==> config.mk <==
export PLATFORM = sky130hd
export DESIGN_NAME = tk1_led_arbiter_flat
export DESIGN_NICKNAME = d
export VERILOG_FILES = /design/src/rtl/tk1_led_pkg.sv /design/src/rtl/tk1_led_arbiter_if.sv /design/src/rtl/tk1_led_pwm.sv /design/src/rtl/tk1_led_arbiter.sv /design/src/flat_wrapper.sv
export SDC_FILE = /design/constraint.sdc
export NUM_CORES = 1
export LEC_CHECK = 0
export CORE_ASPECT_RATIO = 1.5
export CORE_MARGIN = 1.5
export CORE_UTILIZATION = 31
export CTS_BUF_LIST = sky130_fd_sc_hd__clkbuf_8
export CTS_CLUSTER_SIZE = 16
export DETAILED_ROUTE_END_ITERATION = 7
export DONT_BUFFER_PORTS = 1
export HOLD_SLACK_MARGIN = 0.03
export PLACE_DENSITY = 0.51
export SETUP_SLACK_MARGIN = 0.05
export SLEW_MARGIN = 20
export SYNTH_ARGS = -nofsm -noshare
export SYNTH_HDL_FRONTEND = slang
export SYNTH_SLANG_ARGS = --single-unit
==> constraint.sdc <==
create_clock -name clk -period 2.65 [get_ports clk]
set_input_delay 0.1325 -clock clk [delete_from_list [all_inputs] [get_ports clk]]
set_output_delay 0.1325 -clock clk [all_outputs]
set_load 0.02 [all_outputs]
==> src/rtl/tk1_led_pkg.sv <==
// tk1_led_pkg
//   Shared constants for the tk1 LED arbiter:
//   - register word addresses,
//   - LED_SRC_* encodings (the arbiter state doubles as the led_src value),
//   - the arbiter state enum,
//   - reset defaults of the programmable registers.
package tk1_led_pkg;

    localparam logic [7:0] ADDR_DUTY        = 8'h00;
    localparam logic [7:0] ADDR_BLINK_COLOR = 8'h01;
    localparam logic [7:0] ADDR_BLINK_HALF  = 8'h02;
    localparam logic [7:0] ADDR_BLINK_START = 8'h03;
    localparam logic [7:0] ADDR_STATUS      = 8'h04;

    localparam logic [1:0] LED_SRC_SW    = 2'd0;
    localparam logic [1:0] LED_SRC_BLINK = 2'd1;
    localparam logic [1:0] LED_SRC_TRAP  = 2'd2;

    // State values equal the led_src encodings so the state is visible
    // directly on led_src and in STATUS.
    typedef enum logic [1:0] {
        ST_SW    = LED_SRC_SW,
        ST_BLINK = LED_SRC_BLINK,
        ST_TRAP  = LED_SRC_TRAP
    } led_state_e;

    localparam logic [2:0] BLINK_COLOR_RST = 3'h0;
    localparam int         BLINK_HALF_RST  = 1;

endpackage

==> src/rtl/tk1_led_arbiter_if.sv <==
// tk1_led_arbiter_if
//   Register access bus of the LED arbiter.
//   Handshake: cs is the request strobe, we selects write (1) or read (0).
//   ready mirrors cs, so every access completes in the cycle it is
//   presented; read_data is combinational and valid while cs is high.
//   Signals: cs, we, address[7:0], write_data[31:0], read_data[31:0], ready.
interface tk1_led_arbiter_if;
    logic        cs;
    logic        we;
    logic [7:0]  address;
    logic [31:0] write_data;
    logic [31:0] read_data;
    logic        ready;

    modport master (output cs, we, address, write_data, input read_data, ready);
    modport slave  (input cs, we, address, write_data, output read_data, ready);
endinterface

==> src/rtl/tk1_led_pwm.sv <==
// tk1_led_pwm
//   Free-running PWM counter with a shadowed duty value.
//   Ports:
//     clk, reset_n  clock, asynchronous active-low reset
//     duty          programmed duty (from the DUTY register)
//     en            PWM enable for the current cycle
module tk1_led_pwm #(
    parameter int PWM_W = 8
) (
    input  logic             clk,
    input  logic             reset_n,
    input  logic [PWM_W-1:0] duty,
    output logic             en
);

    logic [PWM_W-1:0] pwm_ctr_q, pwm_ctr_d;
    logic [PWM_W-1:0] active_duty_q, active_duty_d;

    // The active duty only changes when the counter wraps, so a period is
    // never cut short or stretched by a register write.
    always_comb begin
        pwm_ctr_d     = pwm_ctr_q + PWM_W'(1);
        active_duty_d = active_duty_q;
        if (pwm_ctr_q == '1) begin
            active_duty_d = duty;
        end
    end

    always_ff @(posedge clk or negedge reset_n) begin
        if (!reset_n) begin
            pwm_ctr_q     <= '0;
            active_duty_q <= '1;
        end else begin
            pwm_ctr_q     <= pwm_ctr_d;
            active_duty_q <= active_duty_d;
        end
    end

    // All-ones is a special case so that full duty is truly always on.
    assign en = (active_duty_q == '1) || (pwm_ctr_q < active_duty_q);

endmodule

==> src/rtl/tk1_led_arbiter.sv <==
// tk1_led_arbiter
//   Arbitrates the RGB LED between CPU trap indication (highest), a
//   CPU-requested blink sequence and the static SW colour, and applies
//   global PWM dimming.
//   Ports:
//     clk, reset_n  clock, asynchronous active-low reset
//     cpu_trap      trap indication, enters the terminal TRAP state
//     sw_led        static colour {r,g,b}
//     bus           register access (slave side)
//     pwm_rgb       registered {r,g,b} PWM outputs
//     led_src       current source; equals the arbiter state register
module tk1_led_arbiter
    import tk1_led_pkg::*;
#(
    parameter int PWM_W      = 8,
    parameter int HALF_W     = 24,
    parameter int TRAP_CTR_W = 24
) (
    input  logic                clk,
    input  logic                reset_n,
    input  logic                cpu_trap,
    input  logic [2:0]          sw_led,
    tk1_led_arbiter_if.slave    bus,
    output logic [2:0]          pwm_rgb,
    output logic [1:0]          led_src
);

    led_state_e            state_q, state_d;
    logic [PWM_W-1:0]      duty_q, duty_d;
    logic [2:0]            blink_color_q, blink_color_d;
    logic [HALF_W-1:0]     blink_half_q, blink_half_d;
    logic [7:0]            blink_cnt_q, blink_cnt_d;
    logic [HALF_W-1:0]     half_ctr_q, half_ctr_d;
    logic                  phase_q, phase_d;
    logic [TRAP_CTR_W-1:0] trap_ctr_q, trap_ctr_d;
    logic                  trap_phase_q, trap_phase_d;
    logic [2:0]            pwm_rgb_q, pwm_rgb_d;

    logic        wr;
    logic        start_wr;
    logic [7:0]  start_n;
    logic [2:0]  colour;
    logic        en;
    logic [31:0] rdata;
    logic        unused_bits;

    assign wr       = bus.cs && bus.we;
    assign start_wr = wr && (bus.address == ADDR_BLINK_START);
    assign start_n  = bus.write_data[7:0];

    tk1_led_pwm #(.PWM_W(PWM_W)) u_pwm (
        .clk     (clk),
        .reset_n (reset_n),
        .duty    (duty_q),
        .en      (en)
    );

    // Register writes, arbiter next state and blink/trap counters.
    always_comb begin
        state_d       = state_q;
        duty_d        = duty_q;
        blink_color_d = blink_color_q;
        blink_half_d  = blink_half_q;
        blink_cnt_d   = blink_cnt_q;
        half_ctr_d    = half_ctr_q;
        phase_d       = phase_q;
        trap_ctr_d    = trap_ctr_q;
        trap_phase_d  = trap_phase_q;

        if (wr && bus.address == ADDR_DUTY) begin
            duty_d = bus.write_data[PWM_W-1:0];
        end
        if (wr && bus.address == ADDR_BLINK_COLOR) begin
            blink_color_d = bus.write_data[2:0];
        end
        // A zero half-period would never reload; store 1 instead.
        if (wr && bus.address == ADDR_BLINK_HALF) begin
            blink_half_d = (bus.write_data[HALF_W-1:0] == '0) ? HALF_W'(1)
                                                              : bus.write_data[HALF_W-1:0];
        end

        case (state_q)
            ST_SW: begin
                if (start_wr && start_n != 8'd0) begin
                    state_d     = ST_BLINK;
                    phase_d     = 1'b1;
                    half_ctr_d  = blink_half_q - HALF_W'(1);
                    blink_cnt_d = start_n;
                end
            end
            ST_BLINK: begin
                if (start_wr) begin
                    if (start_n != 8'd0) begin
                        phase_d     = 1'b1;
                        half_ctr_d  = blink_half_q - HALF_W'(1);
                        blink_cnt_d = start_n;
                    end else begin
                        state_d     = ST_SW;
                        phase_d     = 1'b0;
                        blink_cnt_d = 8'd0;
                    end
                end else if (half_ctr_q == '0) begin
                    half_ctr_d = blink_half_q - HALF_W'(1);
                    if (phase_q) begin
                        phase_d = 1'b0;
                    end else if (blink_cnt_q <= 8'd1) begin
                        // Last off period finished: hand back to SW.
                        state_d     = ST_SW;
                        blink_cnt_d = 8'd0;
                    end else begin
                        phase_d     = 1'b1;
                        blink_cnt_d = blink_cnt_q - 8'd1;
                    end
                end else begin
                    half_ctr_d = half_ctr_q - HALF_W'(1);
                end
            end
            ST_TRAP: begin
                trap_ctr_d = trap_ctr_q + TRAP_CTR_W'(1);
                if (trap_ctr_q == '1) begin
                    trap_phase_d = ~trap_phase_q;
                end
            end
            default: state_d = ST_SW;
        endcase

        // Trap overrides everything, including a same-cycle START write.
        if (cpu_trap && state_q != ST_TRAP) begin
            state_d     = ST_TRAP;
            phase_d     = 1'b0;
            half_ctr_d  = '0;
            blink_cnt_d = 8'd0;
        end
    end

    // Colour selection and PWM gating; trap ignores dimming.
    always_comb begin
        colour = 3'h0;
        case (state_q)
            ST_SW:    colour = sw_led;
            ST_BLINK: colour = phase_q ? blink_color_q : 3'h0;
            ST_TRAP:  colour = {trap_phase_q, 2'b00};
            default:  colour = 3'h0;
        endcase
        pwm_rgb_d = colour & {3{en || (state_q == ST_TRAP)}};
    end

    always_ff @(posedge clk or negedge reset_n) begin
        if (!reset_n) begin
            state_q       <= ST_SW;
            duty_q        <= '1;
            blink_color_q <= BLINK_COLOR_RST;
            blink_half_q  <= HALF_W'(BLINK_HALF_RST);
            blink_cnt_q   <= 8'd0;
            half_ctr_q    <= '0;
            phase_q       <= 1'b0;
            trap_ctr_q    <= '0;
            trap_phase_q  <= 1'b0;
            pwm_rgb_q     <= 3'h0;
        end else begin
            state_q       <= state_d;
            duty_q        <= duty_d;
            blink_color_q <= blink_color_d;
            blink_half_q  <= blink_half_d;
            blink_cnt_q   <= blink_cnt_d;
            half_ctr_q    <= half_ctr_d;
            phase_q       <= phase_d;
            trap_ctr_q    <= trap_ctr_d;
            trap_phase_q  <= trap_phase_d;
            pwm_rgb_q     <= pwm_rgb_d;
        end
    end

    // Register read mux; unused bits read 0.
    always_comb begin
        rdata = 32'h0;
        if (bus.cs) begin
            case (bus.address)
                ADDR_DUTY:        rdata[PWM_W-1:0]  = duty_q;
                ADDR_BLINK_COLOR: rdata[2:0]        = blink_color_q;
                ADDR_BLINK_HALF:  rdata[HALF_W-1:0] = blink_half_q;
                ADDR_BLINK_START: rdata[7:0]        = blink_cnt_q;
                ADDR_STATUS:      rdata[1:0]        = state_q;
                default:          rdata             = 32'h0;
            endcase
        end
    end

    assign bus.read_data = rdata;
    assign bus.ready     = bus.cs;
    assign pwm_rgb       = pwm_rgb_q;
    assign led_src       = state_q;
    assign unused_bits   = &{1'b0, bus.write_data};

endmodule

==> src/flat_wrapper.sv <==
// flat-port wrapper written by rule: the top's interface ports become plain ports
module tk1_led_arbiter_flat import tk1_led_pkg::*;
#(
    parameter int PWM_W      = 8,
    parameter int HALF_W     = 24,
    parameter int TRAP_CTR_W = 24
)
  (clk, reset_n, cpu_trap, sw_led, pwm_rgb, led_src, bus_cs, bus_we, bus_address, bus_write_data, bus_read_data, bus_ready);
  tk1_led_arbiter_if bus_i ();
  input  logic clk;
  input  logic reset_n;
  input  logic cpu_trap;
  input  logic [2:0] sw_led;
  output logic [2:0] pwm_rgb;
  output logic [1:0] led_src;
  input wire logic [$bits(bus_i.cs)-1:0] bus_cs;
  input wire logic [$bits(bus_i.we)-1:0] bus_we;
  input wire logic [$bits(bus_i.address)-1:0] bus_address;
  input wire logic [$bits(bus_i.write_data)-1:0] bus_write_data;
  output wire logic [$bits(bus_i.read_data)-1:0] bus_read_data;
  output wire logic [$bits(bus_i.ready)-1:0] bus_ready;
  assign bus_i.cs = bus_cs;
  assign bus_i.we = bus_we;
  assign bus_i.address = bus_address;
  assign bus_i.write_data = bus_write_data;
  assign bus_read_data = bus_i.read_data;
  assign bus_ready = bus_i.ready;
  tk1_led_arbiter #(.PWM_W(PWM_W), .HALF_W(HALF_W), .TRAP_CTR_W(TRAP_CTR_W)) u_core (.clk(clk), .reset_n(reset_n), .cpu_trap(cpu_trap), .sw_led(sw_led), .bus(bus_i), .pwm_rgb(pwm_rgb), .led_src(led_src));
endmodule
-- Word-level counts from Yosys, hierarchy flattened
Index checks and enable logic that the tools add are counted.
- magnitude comparators: 2
- bitwise operators: 2
- equal/unequal tests: 17
- reductions and logical operators: 20
- add/sub/neg operators: 5
- mux-type cells: 38
- operators with widths (kind ; count):
    2-to-1 mux 24 bit ; 7
    2-to-1 mux 8 bit ; 7
    logical NOT 24 bit ; 2
    one-hot mux 24 bit (2 select lines) ; 1
    subtractor 24 x 1 -> 24 bit (second input constant) ; 2
    adder 24 x 1 -> 24 bit (second input constant) ; 1
    == test 24 bit (second input constant) ; 1
    == test 8 x 2 -> 1 bit (second input constant) ; 2
    == test 8 bit (second input constant) ; 2
    2-to-1 mux 16 bit ; 1
    one-hot mux 8 bit (2 select lines) ; 1
    one-hot mux 5 bit (3 select lines) ; 1
    2-to-1 mux 2 bit ; 7
    != test 4 bit (second input constant) ; 3
    one-hot mux 2 bit (5 select lines) ; 1
    one-hot mux 3 bit (3 select lines) ; 1
    adder 8 x 1 -> 8 bit (second input constant) ; 1
    == test 8 x 1 -> 1 bit (second input constant) ; 1
    == test 8 x 3 -> 1 bit (second input constant) ; 1
    <= comparator 8 x 1 -> 1 bit (second input constant) ; 1
    logical NOT 8 bit ; 1
    less-than comparator 8 bit ; 1
    != test 4 x 1 -> 1 bit (second input constant) ; 2
    nonzero test 8 bit ; 1
    other kinds (21) ; 35
- flip-flop bits (word level): 114

-- Longest topological paths before layout
Gate-level depths: netlist of run 1.
- depth after elaboration: 7
- mapped depth: 9
- depth with buffers taken out: 8

-- By module
From an unflattened synthesis of run 1, not the netlist that was laid out.
- cells, all modules: 712
- area total of the unflattened synthesis: 6787.8 µm²
- modules (own cells, without submodules) (module ; area each (µm²) ; cells an instance ; times used):
    tk1_led_arbiter ; 5924.4 ; 645 ; 1
    tk1_led_pwm ; 863.3 ; 67 ; 1

-- Worst setup path after synthesis of run 1
No wires, ideal clock.
- path kind: register to register
- start point: register u_core.half_ctr_q[6]
- end point: register u_core.blink_cnt_q[4]
- setup slack: 0.576 ns
- arrival time: 1.948 ns
- stages on the path, launching flop included: 7
- period minus slack after synthesis: 2.074 ns
- setup time: 0.126 ns
- cell sequence: dfrtp_1 nor4_4 nand4_4 o31ai_2 nor2_1 or2_4 a221o_1
- cells in the longest elaborated chain, start to end: 3
- ends and longest elaborated chain (element ; line ; RTL):
    from (decl) ; tk1_led_arbiter.sv:33 ; logic [HALF_W-1:0] half_ctr_q, half_ctr_d;
    from (signal assigned) ; tk1_led_arbiter.sv:166 ; half_ctr_q <= half_ctr_d;
    logical NOT 24 bit ; tk1_led_arbiter.sv:102 ; end else if (half_ctr_q == '0) begin
    != test 4 x 1 -> 1 bit (no line) ; n/a ;
    AND reduction 4 bit (no line) ; n/a ;
    to (signal assigned) ; tk1_led_arbiter.sv:165 ; blink_cnt_q <= blink_cnt_d;
    to (decl) ; tk1_led_arbiter.sv:32 ; logic [7:0] blink_cnt_q, blink_cnt_d;
No other way between the ends.
A chain may end at the register's enable or synchronous reset.

-- Worst setup path in the final report of run 1
- start point: register u_core.half_ctr_q[2]
- end point: register u_core.half_ctr_q[0]
- cells in the longest elaborated chain, start to end: 5
- ends and longest elaborated chain (element ; line ; RTL):
    logical NOT 24 bit ; tk1_led_arbiter.sv:102 ;
    2-to-1 mux 24 bit ; tk1_led_arbiter.sv:102 ;
    2-to-1 mux 24 bit ; tk1_led_arbiter.sv:92 ; if (start_wr) begin
    one-hot mux 24 bit (2 select lines) ; tk1_led_arbiter.sv:82 ; case (state_q)
    2-to-1 mux 24 bit ; tk1_led_arbiter.sv:128 ; if (cpu_trap && state_q != ST_TRAP) begin
No other way between the ends.

==> results.md, run 1 <==
- Worst slew pin tran: 1.061 ns
- Outcome: complete, but fails checks
- Top-area cell type share of the netlist area: 36.05%
- Crit Path Category: flop to flop
- Worst EP arrival: 2.84 ns
- Placer Congestion: 0.8469
- Count of cell types in the netlist: 72
- P per Cell Area: 514.2 nW/um^2
- Final hold slack: -0.6185 ns
- Fillers: 2129
- Met2 WL: 10410 um
- Post-CTS Setup Inserts: 0
- Pin count of the biggest net entering global routing: 115
- CTS sink count: 114
- Clk buf depth: 2
- Top Metal Used: met4
- Max Fanout on Critical Path: 6
- H-tree Lvls: 4
- Worst hold path type: input port to async pin
- Fmax: 406.9 MHz
- Gr usage total: 18.12%
- Layout Nets: 778
- Placed inst area: 7089 um^2
- Setup TNS: 0 ns
- Initial antenna violation count: 0
- Area contributors post-synth: dfrtp_1 (36%), dfstp_2 (6.6%), mux2_2 (5.2%)
- DRT iter0 DRCs: 301
- Congestion Overflow GR: 0
- Peak supply drop: 0.2816 mV
- Synth async-reset ratio: 100.0%
- DIE AREA: 22630 um^2
- Setup-failing EPs final: 0
- Ys Warns: 0
- Cts bufs inserted: 17
- DRC errors left: 0
- Design area: 7809 um^2
- Via count: 5547
- Slew Limit Fails: 0
- Crit. End Element: flop
- Commonest cells after routing, fill and taps aside: dfrtp_1 (97), nor2_1 (42), nor3_1 (41)
- Worst Path Required: 3.03 ns
- HPWL Detailed: 14010 um
- Worst-path clk slew: 0.07 ns
- Top_reg_cell synth: dfrtp_1
- Syn_area_per_cell: 10.06 um^2
- ANT nets after route: 0
- Number of max-cap violations: 0
- Clock latency on the worst-skew pair: 0.44 ns
- Critical Path Source Type: flop
- Met3 wire len: 912 um
- Synth area leader: dfrtp_1
- RSZ-0062 raised after global routing: no
- ANT cells: 0
- Share of layout cells above drive strength 1: 16.35%
- Die W: 123.3 um
- Post-DR wirelength/cell: 19.51 um
- Initial cell density of the core: 31.84%
- DR pass1 iterations: 5
- Yosys reg bits: 114
- CORE AREA: 21150 um^2
- Synthesized area: 6733 um^2
- Clk_skew: 0.007464 ns
- Slew headroom: 29.05%
- Pleak: 3.368 nW
- Most common cell after layout, fill and taps aside: dfrtp_1
- Post-Syn Instances: 669
- CTS Root Cell: clkbuf_8
- Final WL: 19430 um
- Area grow syn2layout: 15.98%
- Fin crit share: 92.73%
- CTS tree: yes
- Hold buffers post-CTS: 30
- Vias per cell: 5.569
- Number of synthesized flops with an enable pin: 0
- Seq/Total Area, Yosys: 42.69%
- Fin. Hold Viols: 114
- Wl on met1: 7414 um
- Vias in the first global route: 5652
- First-pass GRT wire length: 30910 um
- # IOs: 86
- Die span in y: 183.5 um
- Port Buf Inserts: 0
- Cell Rows: 65
- Period minus WS final: 2.457 ns
- Failing checks: hold timing
metrics by stage:
stage          worst slack, ns  cells  total power [mW]  hold WS [ns]  util (%)
2_1_floorplan           0.5759    676             2.206       -0.1631         -
3_3_place_gp            0.3100    935             2.269       -0.1590     33.53
3_5_place_dp            0.2500    935             2.279       -0.1586     33.53
4_1_cts                 0.2120    996             4.061       -0.6484     36.90
5_1_grt                0.05911    996             4.195       -0.6599     36.93
6_report                0.1926    996             4.015       -0.6185     36.93
where the power goes:
part | internal [mW] | switching [mW] | total (mW)
Combinational | 0.180 | 0.201 | 0.382
Sequential | 1.82 | 0.0965 | 1.92
Clock | 0.988 | 0.724 | 1.71
critical path, stage by stage, from the launching register on:
cell,delay [ns]
dfrtp_1,0.45
nor4_4,0.42
nand4b_1,0.32
nor2_1,0.39
nor2_1,0.20
nor4_1,0.45
a211o_1,0.16
final timing paths:
check / slack (ns) / to / from / cells after the start
worst max-delay path: 0.19 / u_core.half_ctr_q[0] / u_core.half_ctr_q[2] / 6
worst min-delay path: -0.62 / u_core.u_pwm.pwm_ctr_q[4] / reset_n / 0
worst max register to register: 0.19 / u_core.half_ctr_q[0] / u_core.half_ctr_q[2] / 6
worst min register to register: 0.47 / u_core.trap_ctr_q[23] / u_core.trap_ctr_q[23] / 1
max in group asynchronous: 3.00 / u_core.duty_q[3] / reset_n / 0
min in group clk: 0.05 / u_core.blink_color_q[2] / bus_address[0] / 2
sequential cells by signal (all words and copies together), names as in the netlist:
signal                      count
u_core.blink_cnt_q              8
u_core.blink_color_q            3
u_core.trap_ctr_q              24
u_core.pwm_rgb                  3
u_core.blink_half_q            24
u_core.trap_phase_q             1
u_core.half_ctr_q              24
u_core.led_src                  2
u_core.duty_q                   8
u_core.u_pwm.active_duty_q      8
u_core.phase_q                  1
u_core.u_pwm.pwm_ctr_q          8
logic make-up after synthesis:
logic type	after synthesis	share of synthesized area (%)
muxes	50	8.418
xor gates and xnor gates	52	6.765
and+or+nand+nor	261	22.26
DFF	114	42.69
other	1	0.05570
buffers and inverters	51	3.828
adders and majority gates	14	2.602
AOI/OAI and AO/OA	126	13.38
synth_stat cells (all sizes together) (4+ instances only):
cell type,count
dfrtp,97
mux2,50
nor3,44
nor2,42
nand2,41
o21ai,36
xnor2,32
nand3,22
nor4,22
buf,21
inv,20
xor2,20
and2,18
dfstp,17
ha,14
nand4,14
a21oi,13
and3,13
clkbuf,10
or3,10
nand2b,9
a22oi,8
o211ai,7
o31ai,7
a211oi,6
a2bb2oi,6
o221ai,6
or4,5
a21boi,4
a32o,4
nor2b,4
final cells by class:
class | count | area (um^2) | share of cell area [%]
inverters | 20 | 75.07 | 0.9614
flip-flops and latches | 114 | 2874 | 36.81
clock buffers | 20 | 275.3 | 3.525
repair buffers | 52 | 478.0 | 6.121
clock inverters | 11 | 137.6 | 1.763
well taps | 268 | 335.3 | 4.294
multi-input cells | 511 | 3633 | 46.53
per-layer routing:
| layer | track usage, % | vias to the layer above |
|---|---|---|
| met5 | 0 | - |
| met4 | 8.828 | 0 |
| met3 | 3.877 | 36 |
| met2 | 32.13 | 179 |
| met1 | 20.25 | 2774 |
| li1 | - | 2558 |
timing repair:
action | 4_1_cts | 5_1_grt
hold endpoints to repair | 181 | 114
setup endpoints to repair | 0 | 1
gates resized for setup | 0 | 1
No activity file was read; power rests on OpenSTA's default activity.
==> run 2: changes to the inputs <==
--- a/config.mk
+++ b/config.mk
@@ -15,4 +15,5 @@
 export HOLD_SLACK_MARGIN = 0.03
 export PLACE_DENSITY = 0.51
+export REMOVE_ABC_BUFFERS = 1
 export SETUP_SLACK_MARGIN = 0.05
 export SLEW_MARGIN = 20
==> constraint.sdc (replaced) <==
create_clock -name clk -period 2.65 [get_ports clk]
set_input_delay 0.1325 -clock clk [delete_from_list [all_inputs] [get_ports clk]]
set_output_delay 0.1325 -clock clk [all_outputs]
set_load 0.01 [all_outputs]
==> results.md, run 2 (synthesized netlist as in run 1, its figures left out) <==
- Outcome: complete, but fails checks
- Failing checks: hold timing
- H-tree Lvls: 4
- Clk_skew: 0.01752 ns
- Initial cell density of the core: 31.84%
- CTS Root Cell: clkbuf_8
- Setup TNS: 0 ns
- Slew Limit Fails: 0
- Die W: 123.3 um
- Cell Rows: 65
- Area grow syn2layout: 16.95%
- Period minus WS final: 2.455 ns
- Vias per cell: 5.586
- Worst-path clk slew: 0.08 ns
- Die span in y: 183.5 um
- Clock power frac: 45.0%
- Hold buffers post-CTS: 30
- Final hold slack: -0.6133 ns
- CORE AREA: 21150 um^2
- P per Cell Area: 532.6 nW/um^2
- Post-DR wirelength/cell: 19.33 um
- Crit. End Element: flop
- Peak supply drop: 0.2594 mV
- Final WL: 19290 um
- Worst slew pin tran: 1.077 ns
- Cts bufs inserted: 17
- Final core occ: 37.24%
- CTS sink count: 114
- Clk buf depth: 2
- DRC errors left: 0
- Worst R2R Setup Slack: 0.20 ns
- HPWL Detailed: 13500 um
- Crit Path Category: input port to flop
- DR pass1 iterations: 5
- Clock latency on the worst-skew pair: 0.45 ns
- Layout Nets: 778
- Int Power: 3.097 mW
- Fillers: 2098
- Placed insts: 935
- RSZ-0062 raised after global routing: no
- Placer Congestion: 0.9073
- Share of layout cells above drive strength 1: 16.87%
- Gr usage total: 17.92%
- Sequential cell area: 2874 um^2
- Number of max-cap violations: 0
- Switch share: 26.14%
- DRT iter0 DRCs: 334
- Setup-failing EPs final: 0
- Critical Path Source Type: input port
- Commonest cells after routing, fill and taps aside: dfrtp_1 (97), nor2_1 (42), nor3_1 (41)
- Pleak: 3.383 nW
- Cells on worst reg2reg path: 6
- Sw Pwr: 1.096 mW
- Worst EP arrival: 2.77 ns
- Non-filler instance count after layout: 998
- Crit Reg-Reg Startpoint: u_core.half_ctr_q[2]
- Area of the multi-input gates: 3640 um^2
- Max Fanout on Critical Path: 27
- DIE AREA: 22630 um^2
- Min setup slack post-route: 0.1954 ns
- Worst Path Required: 2.97 ns
- First-pass GRT wire length: 30880 um
- Sequential Power Share: 45.9%
- Initial antenna violation count: 1
- Fin. Hold Viols: 114
- Largest regs: u_core.blink_half_q (24), u_core.half_ctr_q (24), u_core.trap_ctr_q (24)
- Fmax: 407.4 MHz
- Via count: 5575
- Crit Reg-Reg Endpoint: u_core.blink_cnt_q[3]
- Logic gate share of total power: 9.1%
- Slew headroom: 27.94%
- Dpl ws: 0.2575 ns
- Fin crit share: 92.62%
- ANT nets after route: 0
- # IOs: 86
- Pin count of the biggest net entering global routing: 115
- Port Buf Inserts: 0
- Congestion Overflow GR: 0
- CTS tree: yes
- Worst hold path type: input port to async pin
- Vias in the first global route: 5712
- Most common cell after layout, fill and taps aside: dfrtp_1
-- run 2: changes by cell type in the layout (fill, tap and decap cells not counted), moves of 2 or more --
cell      before  now
clkinv_4       0    2
inv_1         22   20
clkinv_2       2    0
nor4_2         0    2
nor4_1        18   16
inv_6          0    4
-- run 2: layer usage --
metal | wire (um) | vias to the layer above | track usage [%]
met2 | 9238 | 236 | 29.13
li1 | - | 2556 | -
met1 | 8306 | 2742 | 22.50
met4 | 574 | 0 | 7.908
met5 | 0 | - | 0
met3 | 1171 | 41 | 4.156
-- run 2: worst max-delay path by stage --
stage	startpoint	end	slack [ns]
5_1_grt	u_core.blink_half_q[0]	u_core.half_ctr_q[22]	0.07
3_5_place_dp	u_core.blink_half_q[0]	u_core.half_ctr_q[22]	0.26
4_1_cts	u_core.blink_half_q[0]	u_core.half_ctr_q[22]	0.22
2_1_floorplan	u_core.half_ctr_q[2]	u_core.half_ctr_q[6]	0.04
6_report	cpu_trap	u_core.half_ctr_q[18]	0.20
3_3_place_gp	u_core.blink_half_q[10]	u_core.half_ctr_q[15]	0.29
-- run 2: area by class of cell --
type / instances / share of cell area, %
multi-input cells: 511 / 46.23
diodes: 1 / 0.03178
clock buffers: 19 / 3.321
repair buffers: 52 / 6.229
clock inverters: 13 / 2.479
well taps: 268 / 4.259
inverters: 20 / 0.9534
flip-flops and latches: 114 / 36.50
-- run 2: per-stage QoR --
| step | power [mW] | cell area (um^2) |
|---|---|---|
| after floorplan | 2.181 | 6576 |
| after global placement | 2.263 | 7102 |
| after detailed placement | 2.280 | 7102 |
| after CTS | 4.249 | 7859 |
| after global routing | 4.392 | 7871 |
| final | 4.193 | 7874 |
-- run 2: power groups by stage --
stage          Clock (mW)  Combinational, mW  Sequential, mW
4_1_cts              1.95              0.377            1.92
3_5_place_dp            0              0.327            1.95
2_1_floorplan           0              0.257            1.92
3_3_place_gp            0              0.314            1.95
6_report             1.89              0.381            1.92
5_1_grt              2.04              0.419            1.94
-- run 2: what timing repair did --
item,4_1_cts,5_1_grt
hold endpoints to repair,181,114
buffers inserted,0,0
resized for setup,0,2
endpoints found under the setup margin,0,2
-- run 2: worst max-delay path, stage by stage --
cell and delay (ns):
dlygate4sd3_1 1.25, nand2b_1 0.33, a31oi_1 0.58, buf_4 0.28
nand2b_1 0.11, o211ai_1 0.08
